## config.mk

```make
export PLATFORM = sky130hd
export DESIGN_NAME = pipe_credit_sink
export DESIGN_NICKNAME = d
export VERILOG_FILES = /design/src/rtl/pipe_credit_sink.sv
export SDC_FILE = /design/constraint.sdc
export NUM_CORES = 1
export LEC_CHECK = 0
export ABC_CLOCK_PERIOD_IN_PS = 7150
export BUFFER_PORTS_ARGS = -buffer_cell sky130_fd_sc_hd__buf_4
export CAP_MARGIN = 25
export CELL_PAD_IN_SITES_DETAIL_PLACEMENT = 0
export CELL_PAD_IN_SITES_GLOBAL_PLACEMENT = 1
export CORE_UTILIZATION = 54
export DETAILED_ROUTE_END_ITERATION = 10
export PLACE_DENSITY_LB_ADDON = 0.1
export SLEW_MARGIN = 20
export SYNTH_ARGS = -nofsm -noshare
export SYNTH_HDL_FRONTEND = slang
export SYNTH_SLANG_ARGS = --single-unit
```

## constraint.sdc

```tcl
create_clock -name clk -period 7.15 [get_ports clk]
set_clock_uncertainty 0.15 [all_clocks]
set_input_delay 0 -clock clk [delete_from_list [all_inputs] [get_ports clk]]
set_output_delay 0 -clock clk [all_outputs]
set_load 0.01 [all_outputs]
```

## src/rtl/pipe_credit_sink.sv

```systemverilog
// Consumer end of a fixed-latency, non-stallable pipe: hands out credits, tracks
// in-flight tokens with a valid shadow, and re-buffers landed data as a stream.
module pipe_credit_sink #(
  parameter int DATA_WIDTH = 8,
  parameter int LATENCY    = 6,
  parameter int DEPTH      = 8
) (
  input  logic                           clk,
  input  logic                           rst,
  input  logic                           in_valid,
  output logic                           in_ready,
  input  logic [DATA_WIDTH-1:0]          pipe_dout,
  output logic                           m_valid,
  input  logic                           m_ready,
  output logic [DATA_WIDTH-1:0]          m_data,
  output logic [$clog2(DEPTH+1)-1:0]     level,
  output logic [$clog2(LATENCY+1)-1:0]   inflight,
  output logic                           ovf
);

  localparam int LW = $clog2(DEPTH + 1);
  localparam int IW = $clog2(LATENCY + 1);
  localparam int PW = (DEPTH > 1) ? $clog2(DEPTH) : 1;
  localparam int SW = ((LW > IW) ? LW : IW) + 1;

  // Handshakes: a token issues on in_valid & in_ready and a stream beat transfers
  // on m_valid & m_ready, both at the rising edge; in_ready never looks at m_ready.
  logic                  issue;
  logic                  land;
  logic                  pop;
  logic                  full;
  logic                  do_write;
  logic                  drop;
  logic [SW-1:0]         occupancy;
  logic [LATENCY-1:0]    shadow;
  logic [PW-1:0]         head;
  logic [PW-1:0]         tail;
  logic [DATA_WIDTH-1:0] mem [DEPTH];

  assign occupancy = SW'(level) + SW'(inflight);
  assign in_ready  = rst & (occupancy < SW'(DEPTH));
  assign issue     = in_valid & in_ready;
  assign land      = shadow[LATENCY-1];
  assign m_valid   = (level != '0);
  assign pop       = m_valid & m_ready;
  assign full      = (level == LW'(DEPTH));
  // When full, a same-edge pop frees the slot the landing token writes into.
  assign do_write  = land & (~full | pop);
  assign drop      = land & full & ~pop;
  assign m_data    = m_valid ? mem[head] : '0;

  always_ff @(posedge clk or negedge rst) begin
    if (!rst) begin
      shadow <= '0;
    end else begin
      shadow[0] <= issue;
      for (int i = 1; i < LATENCY; i++) begin
        shadow[i] <= shadow[i-1];
      end
    end
  end

  always_ff @(posedge clk or negedge rst) begin
    if (!rst) begin
      inflight <= '0;
    end else begin
      case ({issue, land})
        2'b10:   inflight <= inflight + IW'(1);
        2'b01:   inflight <= inflight - IW'(1);
        default: inflight <= inflight;
      endcase
    end
  end

  always_ff @(posedge clk or negedge rst) begin
    if (!rst) begin
      level <= '0;
      head  <= '0;
      tail  <= '0;
      ovf   <= 1'b0;
    end else begin
      case ({do_write, pop})
        2'b10:   level <= level + LW'(1);
        2'b01:   level <= level - LW'(1);
        default: level <= level;
      endcase
      if (do_write) begin
        tail <= (tail == PW'(DEPTH - 1)) ? '0 : tail + PW'(1);
      end
      if (pop) begin
        head <= (head == PW'(DEPTH - 1)) ? '0 : head + PW'(1);
      end
      if (drop) begin
        ovf <= 1'b1;
      end
    end
  end

  always_ff @(posedge clk) begin
    if (do_write) begin
      mem[tail] <= pipe_dout;
    end
  end

endmodule

```

==> impl_metrics.toml, run 1 <==
[drt]
avgViaCountPerCell = 5.83
drc = 0
wl_per_cell_um = 21.1
first_iter_violations = 158
vias = 1870
wl_um = 6770
ant_nets = 0
first_pass_iters = 4

[worst_setup_path]
critPathBufInv = 0
r2r_setup_slack_ns = 3.93
crit_type = "flop to flop"
cp.arrival_ns = 3.29
cpPeakStageDelay_ns = 0.66
start_kind = "flop"
cp_cell_sequence = "or3_1 -> o21ai_4 -> ha_1 -> ha_1 -> or4b_2 -> o311ai_0 -> o211ai_1"
r2r_end = "level[3]$_DFFE_PN0P_"
r2r_start = "level[0]$_DFFE_PN0P_"
path_delay_family = "simple AND/OR/NAND/NOR gates"
worstSetupEndpointType = "flop"
r2r_cells = 7
slowest_stage = "or4b_2"
worst-path-max-fanout = 9
crit_required_ns = 7.22
crit_top_cell = "ha_1"

[global_routing]
grt_pass1_wl_um = 10500
grt_overflow = 0
antenna_found_initial = 0
grt_max_degree = 21
grt_usage_pct = 22.6
grt_pass1_vias = 1952

[clocking]
cts.repair.resized = 0
holdBufCountCts = 12
insertion_delay_ns = 0.34
cts_tree = "built"
clock_path_buffers = 2
cts_root_buf = "clkbuf_8"
cts_num_sinks = 84
numCtsBuffers = 9
clk_pin_slew_ns = 0.09
postCtsSetupBuffers = 0
htree_levels = 3

[yosys]
syn_nets = 216
syn_inst = 192
ys_seq_area_share_pct = 69.0
syn_area_per_cell_sq_um = 18.3
ys_warn_count = 0
synth_ff_type = "edfxtp_1"
synth_cell_types = 36
ys_ff_latch = 84
synth_edf_count = 64
synth_area_sq_mm = 0.00351
async_flop_share_pct = 23.8

[timing]
period_needed_ns = 3.22
fin_crit_sh_pct = 45.1
setup_violations = 0
max_slew_margin_pct = 35.5
slew_viol_final = 0
rsz0062_at_grt = "false"
fmax_mhz = 310
tns_ns = 0
hold_violations = 0
setup_slack_ns = 3.93
worst_slew_pin_slew_ns = 0.964

[die]
core_sq_mm = 0.00631
die_y_um = 82.6
ios = 30
rows = 29
die_x_um = 82.6
initial_core_util_pct = 55.6
die_area_sq_mm = 0.00683

[hold_path]
hold_class = "flop to flop"
hold_end = "shadow[5]$_DFF_PN0_"
hold_start = "shadow[4]$_DFF_PN0_"
whs_path_depth = 0

[placement]
placedCellCount = 293
numPortBuffers = 29
dp_hpwl_um = 4330
gp_congestion = 0.772
dpl_worst_slack_ns = 3.95

[power]
worst_ir_drop_vdd_v = 0.000202
seqPwrFrac_pct = 43.3
switching_share_pct = 33.5
leakage_nw = 1.53
switchingPower_uw = 548
p_int_mw = 1.09
powerDensity_mw_per_mm2 = 396
p_clk_share_pct = 19.6
p_comb_share_pct = 37.1

[run_status]
status = "complete, no violations"

[cells_and_area]
drive_gt1_share_pct = 31.1
num_antenna_cells = 0
stdcell_count = 321
area_delta_synth_final_pct = 17.4
finalNetCount = 263

[job]
cap_violations = 0
[per-layer routing]
| layer | share of wire, % | global-route usage (%) |
|---|---|---|
| met5 | 0 | 0 |
| met4 | 1.0 | 7.93 |
| met3 | 4.1 | 3.63 |
| met2 | 51 | 36.3 |
| met1 | 44 | 31.5 |
[cells by family after synthesis]
| family | share of synthesized area (%) |
|---|---|
| compound gates | 4.78 |
| simple gates | 4.88 |
| flops | 69.0 |
| fa+ha+maj | 4.70 |
| mux | 13.1 |
| buf+inv | 2.32 |
| xor+xnor | 1.25 |
[synthesized netlist by cell type, drive strengths merged, types with 3 or more instances]
cell | number | area (sq um)
edfxtp | 64 | 1920
nor3b | 3 | 22.5
nor2 | 7 | 26.3
a22o | 8 | 70.1
ha | 10 | 125
dfrtp | 20 | 500
nor3 | 4 | 20.0
nand2b | 3 | 18.8
xor2 | 3 | 26.3
buf | 5 | 40.0
mux2 | 7 | 78.8
nand2 | 4 | 15.0
mux4 | 16 | 360
inv | 9 | 33.8
[worst max path at each step]
stage | start | to | slack, ns | depth (start not counted)
after floorplan | level[3]$_DFFE_PN0P_ | level[3]$_DFFE_PN0P_ | 4.18 | 8
after global placement | level[0]$_DFFE_PN0P_ | level[3]$_DFFE_PN0P_ | 4.15 | 7
after detailed placement | level[0]$_DFFE_PN0P_ | level[3]$_DFFE_PN0P_ | 3.95 | 7
after CTS | level[0]$_DFFE_PN0P_ | level[3]$_DFFE_PN0P_ | 3.95 | 7
after global routing | level[0]$_DFFE_PN0P_ | level[3]$_DFFE_PN0P_ | 3.77 | 7
final | level[0]$_DFFE_PN0P_ | level[3]$_DFFE_PN0P_ | 3.93 | 7
[layout by cell type (no fill, tap or decap), types with 2 or more instances in the layout]
master / n
xor2_1: 3
a21oi_1: 2
ha_1: 10
clkinv_2: 2
o211ai_1: 2
and2_1: 2
inv_1: 9
dlygate4sd3_1: 12
nor3b_1: 3
a22o_1: 8
nand2_1: 4
clkinv_1: 2
mux4_2: 16
edfxtp_1: 64
clkbuf_8: 9
mux2_2: 7
mux2i_1: 2
nor2b_1: 2
nor3_2: 4
fa_1: 2
xnor2_1: 2
nand3_1: 2
dfrtp_1: 20
nor2_1: 7
nand2b_1: 3
buf_4: 30
[metrics by stage]
stage | cell area [sq um] | util (%) | total power [mW] | hold slack [ns]
final | 4120 | 65.3 | 1.63 | 0.205
after global routing | 4120 | 65.3 | 1.74 | 0.225
after CTS | 4120 | 65.3 | 1.65 | 0.206
after detailed placement | 3820 | 60.5 | 1.32 | -0.250
after global placement | 3800 | 60.3 | 1.27 | -0.261
after floorplan | 3510 | - | 1.10 | -0.446
[area by class of cell]
type,count,area (sq um)
Clock buffer,10,128
Clock inverter,6,55.1
Fill cell,454,2190
Inverter,9,33.8
Multi-Input combinational cell,92,1030
Sequential cell,84,2420
Tap cell,77,96.3
Timing Repair Buffer,43,360
[sequential cells by signal, indices dropped and copies added (netlist names)]
signal and cells:
inflight 3, ovf 1, head 3, tail 3, shadow 6, level 4
mem 64
[power by group through the flow]
stage          clock network, mW  registers [mW]  logic (mW)
6_report                   0.320           0.707       0.606
5_1_grt                    0.344           0.722       0.673
4_1_cts                    0.325           0.708       0.613
3_5_place_dp                   0           0.719       0.604
3_3_place_gp                   0           0.715       0.553
2_1_floorplan                  0           0.666       0.433
No activity file was read; power rests on OpenSTA's default activity.
==> run 2, diff against run 1 <==
ABC_CLOCK_PERIOD_IN_PS = 3200   (was 7150)
CORE_UTILIZATION = 51   (was 54)
clock period = 3.2 ns   (was 7.15 ns; I/O delays follow)
==> impl_metrics.toml, run 2 (same netlist as run 1, synthesis figures left out) <==
[run_status]
status = "complete, no violations"

[timing]
rsz0062_at_grt = "false"
max_slew_margin_pct = 44.5
tns_ns = 0
fmax_mhz = 324
setup_violations = 0
fin_crit_sh_pct = 96.4
worst_slew_pin_slew_ns = 0.831
period_needed_ns = 3.08
slew_viol_final = 0
worst_hold_slack_ns = 0.211
setup_slack_ns = 0.117
hold_violations = 0

[clocking]
numCtsBuffers = 9
cts_tree = "built"
htree_levels = 3
cts.repair.resized = 0
holdBufCountCts = 12
cts_num_sinks = 84
cts_root_buf = "clkbuf_8"
insertion_delay_ns = 0.34
clock_path_buffers = 2
clk_pin_slew_ns = 0.09
postCtsSetupBuffers = 0

[worst_setup_path]
crit_start = "level[0]$_DFFE_PN0P_"
start_kind = "flop"
r2r_start = "level[0]$_DFFE_PN0P_"
worstSetupEndpointType = "flop"
crit_type = "flop to flop"
crit_required_ns = 3.26
worst-path-max-fanout = 8
cp.arrival_ns = 3.15

[power]
p_int_mw = 2.38
worst_ir_drop_vdd_v = 0.000414
switchingPower_mw = 1.23
power_mw = 3.61
p_clk_share_pct = 19.5
p_comb_share_pct = 38.7
leakage_nw = 1.58
powerDensity_mw_per_mm2 = 863
switching_share_pct = 34.1
seqPwrFrac_pct = 41.8

[cells_and_area]
drive_gt1_share_pct = 33.5
layout_common_cells = "edfxtp_1, buf_4, dfrtp_1"
area_delta_synth_final_pct = 19.2
max_flop_register = "mem"
fillCellCount = 462
largest_reg_flops = 64
final_common_cell = "edfxtp_1"
finalNetCount = 273
top_regs = "mem (64), shadow (6), level (4)"
num_antenna_cells = 0

[drt]
ant_nets = 0
first_pass_iters = 6
wl_per_cell_um = 19.6
avgViaCountPerCell = 5.66
first_iter_violations = 111
wl_um = 6480
drc = 0
vias = 1873

[placement]
dpl_worst_slack_ns = 0.143
dp_hpwl_um = 4250
gp_congestion = 0.745
numPortBuffers = 29

[global_routing]
antenna_found_initial = 0
grt_usage_pct = 20.2
grt_max_degree = 21
grt_pass1_wl_um = 10400
grt_pass1_vias = 1967
grt_overflow = 0

[die]
rows = 29
initial_core_util_pct = 54.1
die_y_um = 85.0
die_area_sq_mm = 0.00722
ios = 30
core_sq_mm = 0.00649
die_x_um = 85.0

[job]
cap_violations = 0

[hold_path]
hold_start = "shadow[3]$_DFF_PN0_"
hold_class = "flop to flop"
[run 2: worst paths after layout]
| check | depth (start not counted) | end | slack, ns |
|---|---|---|---|
| max in group asynchronous | 4 | tail[1]$_DFFE_PN0P_ | 2.01 |
| min in group asynchronous | 3 | level[0]$_DFFE_PN0P_ | 0.48 |
| worst max-delay path | 8 | level[3]$_DFFE_PN0P_ | 0.12 |
| worst min-delay path | 0 | shadow[4]$_DFF_PN0_ | 0.21 |
| worst min register to register | 0 | shadow[4]$_DFF_PN0_ | 0.21 |
| worst max register to register | 8 | level[3]$_DFFE_PN0P_ | 0.12 |
[run 2: area by class of cell]
type | instances | area (sq um) | area share [%]
flip-flops and latches | 84 | 2420 | 57.9
inverters | 9 | 33.8 | 0.807
clock inverters | 7 | 67.6 | 1.61
repair buffers | 53 | 435 | 10.4
well taps | 77 | 96.3 | 2.30
multi-input cells | 92 | 1010 | 24.1
clock buffers | 9 | 124 | 2.96
[run 2: power by group through the flow]
stage          Combinational [mW]  Sequential (mW)  Clock [mW]
2_1_floorplan               0.967             1.49           0
3_3_place_gp                 1.34             1.52           0
3_5_place_dp                 1.40             1.54           0
4_1_cts                      1.42             1.51       0.724
5_1_grt                      1.53             1.54       0.770
6_report                     1.40             1.51       0.704
[run 2: per-stage QoR]
stage | utilization [%] | std cells | cell area, sq um
floorplan | - | 192 | 3510
global placement | 59.4 | 302 | 3860
detailed placement | 59.4 | 302 | 3860
CTS | 64.2 | 330 | 4170
global route | 64.5 | 331 | 4190
finish | 64.5 | 331 | 4190
[run 2: worst max-delay path: stages, from the launching register on]
cell      delay [ns]
dfrtp_1         0.49
or4_4           0.57
nand2_1         0.18
inv_1           0.07
ha_1            0.21
ha_1            0.35
or4b_2          0.66
o311ai_0        0.14
o211ai_1        0.15
[run 2: per-layer routing]
metal	routed length (um)	share of wire (%)	GRT usage, %	vias up
met5	0	0	0	-
met4	53	0.82	8.17	0
met3	171	2.6	3.79	4
met2	3330	51	33.1	22
met1	2930	45	27.2	975
li1	-	-	-	872
==> run 3, diff against run 2 <==
--- a/config.mk
+++ b/config.mk
@@ -7,3 +7,2 @@
 export LEC_CHECK = 0
-export ABC_CLOCK_PERIOD_IN_PS = 3200
 export BUFFER_PORTS_ARGS = -buffer_cell sky130_fd_sc_hd__buf_4
@@ -12,3 +11,3 @@
 export CELL_PAD_IN_SITES_GLOBAL_PLACEMENT = 1
-export CORE_UTILIZATION = 51
+export CORE_UTILIZATION = 40
 export DETAILED_ROUTE_END_ITERATION = 10
==> constraint.sdc (replaced) <==
create_clock -name clk -period 3.2 [get_ports clk]
set_clock_uncertainty 0.15 [all_clocks]
set_input_delay 0.32 -clock clk [delete_from_list [all_inputs] [get_ports clk]]
set_output_delay 0.32 -clock clk [all_outputs]
set_load 0.01 [all_outputs]
==> impl_metrics.toml, run 3 (same netlist as run 1, synthesis figures left out) <==
[worst_setup_path]
cp.arrival_ns = 3.10
start_kind = "flop"
worst-path-max-fanout = 7
crit_start = "level[3]$_DFFE_PN0P_"
r2r_end = "level[3]$_DFFE_PN0P_"
crit_top_cell = "ha_1"
r2r_setup_slack_ns = 0.18
r2r_cells = 8
cpPeakStageDelay_ns = 0.65
path_delay_family = "simple AND/OR/NAND/NOR gates"
crit_type = "flop to flop"
critPathBufInv = 1
worstSetupEndpointType = "flop"
slowest_stage = "or4b_2"
r2r_start = "level[3]$_DFFE_PN0P_"
crit_required_ns = 3.27
cp_cell_sequence = "or4_4 -> nand2_1 -> inv_1 -> ha_1 -> ha_1 -> or4b_2 -> o311ai_0 -> o211ai_1"

[power]
leakage_nw = 1.53
worst_ir_drop_vdd_v = 0.000384
powerDensity_mw_per_mm2 = 882

[timing]
setup_violations = 0
setup_slack_ns = 0.175
period_needed_ns = 3.02
worst_slew_pin_slew_ns = 0.845
rsz0062_at_grt = "false"
hold_violations = 0
fin_crit_sh_pct = 94.5
slew_viol_final = 0
max_slew_margin_pct = 43.7
tns_ns = 0
fmax_mhz = 331
worst_hold_slack_ns = 0.0440

[global_routing]
grt_pass1_vias = 1975
grt_overflow = 0
grt_pass1_wl_um = 10700
grt_usage_pct = 17.0
antenna_found_initial = 0
grt_max_degree = 22

[cells_and_area]
largest_reg_flops = 64
final_common_cell = "edfxtp_1"
stdcell_count = 347
top_regs = "mem (64), shadow (6), level (4)"
area_delta_synth_final_pct = 16.8
num_antenna_cells = 0
finalNetCount = 261
layout_common_cells = "edfxtp_1, buf_4, dfrtp_1"
max_flop_register = "mem"
postLayoutCoreUtil_pct = 49.2
drive_gt1_share_pct = 34.3
fillCellCount = 743

[drt]
ant_nets = 0
first_pass_iters = 4
wl_met3_um = 270
dr.max_layer_used = "met4"
wirelength_met1_um = 2710
wl_um = 6700
first_iter_violations = 45
avgViaCountPerCell = 5.29
wl_met2_um = 3590
wl_per_cell_um = 19.3
vias = 1837
drc = 0

[clocking]
htree_levels = 3
cts_num_sinks = 84
cts_root_buf = "clkbuf_8"
numCtsBuffers = 9
insertion_delay_ns = 0.35
postCtsSetupBuffers = 0
clk_pin_slew_ns = 0.08
clock_path_buffers = 2
cts_tree = "built"

[die]
initial_core_util_pct = 42.1
die_y_um = 95.7
die_x_um = 95.7
ios = 30
die_area_sq_mm = 0.00916
rows = 33
core_sq_mm = 0.00834

[placement]
gp_congestion = 0.874
placedCellCount = 330
dp_hpwl_um = 4500
dpl_worst_slack_ns = 0.181
numPortBuffers = 29

[hold_path]
hold_end = "shadow[0]$_DFF_PN0_"
hold_start = "in_valid"
whs_path_depth = 2
hold_class = "input port to flop"

[run_status]
status = "complete, no violations"

[job]
cap_violations = 0
run 3: layout make-up:
type | instances | area, sq um | area share [%]
clock buffers | 11 | 141 | 3.45
clock inverters | 5 | 42.5 | 1.04
repair buffers | 41 | 323 | 7.87
multi-input cells | 92 | 1010 | 24.6
flip-flops and latches | 84 | 2420 | 59.1
well taps | 105 | 131 | 3.20
inverters | 9 | 33.8 | 0.824
run 3: layer usage:
metal	track usage (%)	vias up
li1	-	846
met1	19.5	936
met2	30.2	44
met3	3.51	11
met4	7.96	0
met5	0	-
run 3: power by group:
group	internal (mW)	leakage, nW	switching [mW]
logic	0.753	0.613	0.626
clock network	0.315	0.0928	0.390
registers	1.33	0.825	0.203
run 3: metrics by stage:
step | total power [mW] | instance area (sq um)
2_1_floorplan | 2.46 | 3510
3_3_place_gp | 2.90 | 3910
3_5_place_dp | 2.96 | 3910
4_1_cts | 3.67 | 4100
5_1_grt | 3.87 | 4100
6_report | 3.62 | 4100
run 3: repair_timing:
| action | in CTS | in global routing |
|---|---|---|
| hold buffers | 1 | 0 |
| hold endpoints to repair | 20 | 0 |
| resized for setup | 0 | 0 |
run 3: worst max-delay path by stage:
| stage | to | slack (ns) | depth (start not counted) |
|---|---|---|---|
| 2_1_floorplan | level[3]$_DFFE_PN0P_ | 0.23 | 8 |
| 3_3_place_gp | level[3]$_DFFE_PN0P_ | 0.29 | 8 |
| 3_5_place_dp | level[3]$_DFFE_PN0P_ | 0.18 | 8 |
| 4_1_cts | level[3]$_DFFE_PN0P_ | 0.16 | 8 |
| 5_1_grt | level[3]$_DFFE_PN0P_ | 0.03 | 8 |
| 6_report | level[3]$_DFFE_PN0P_ | 0.18 | 8 |
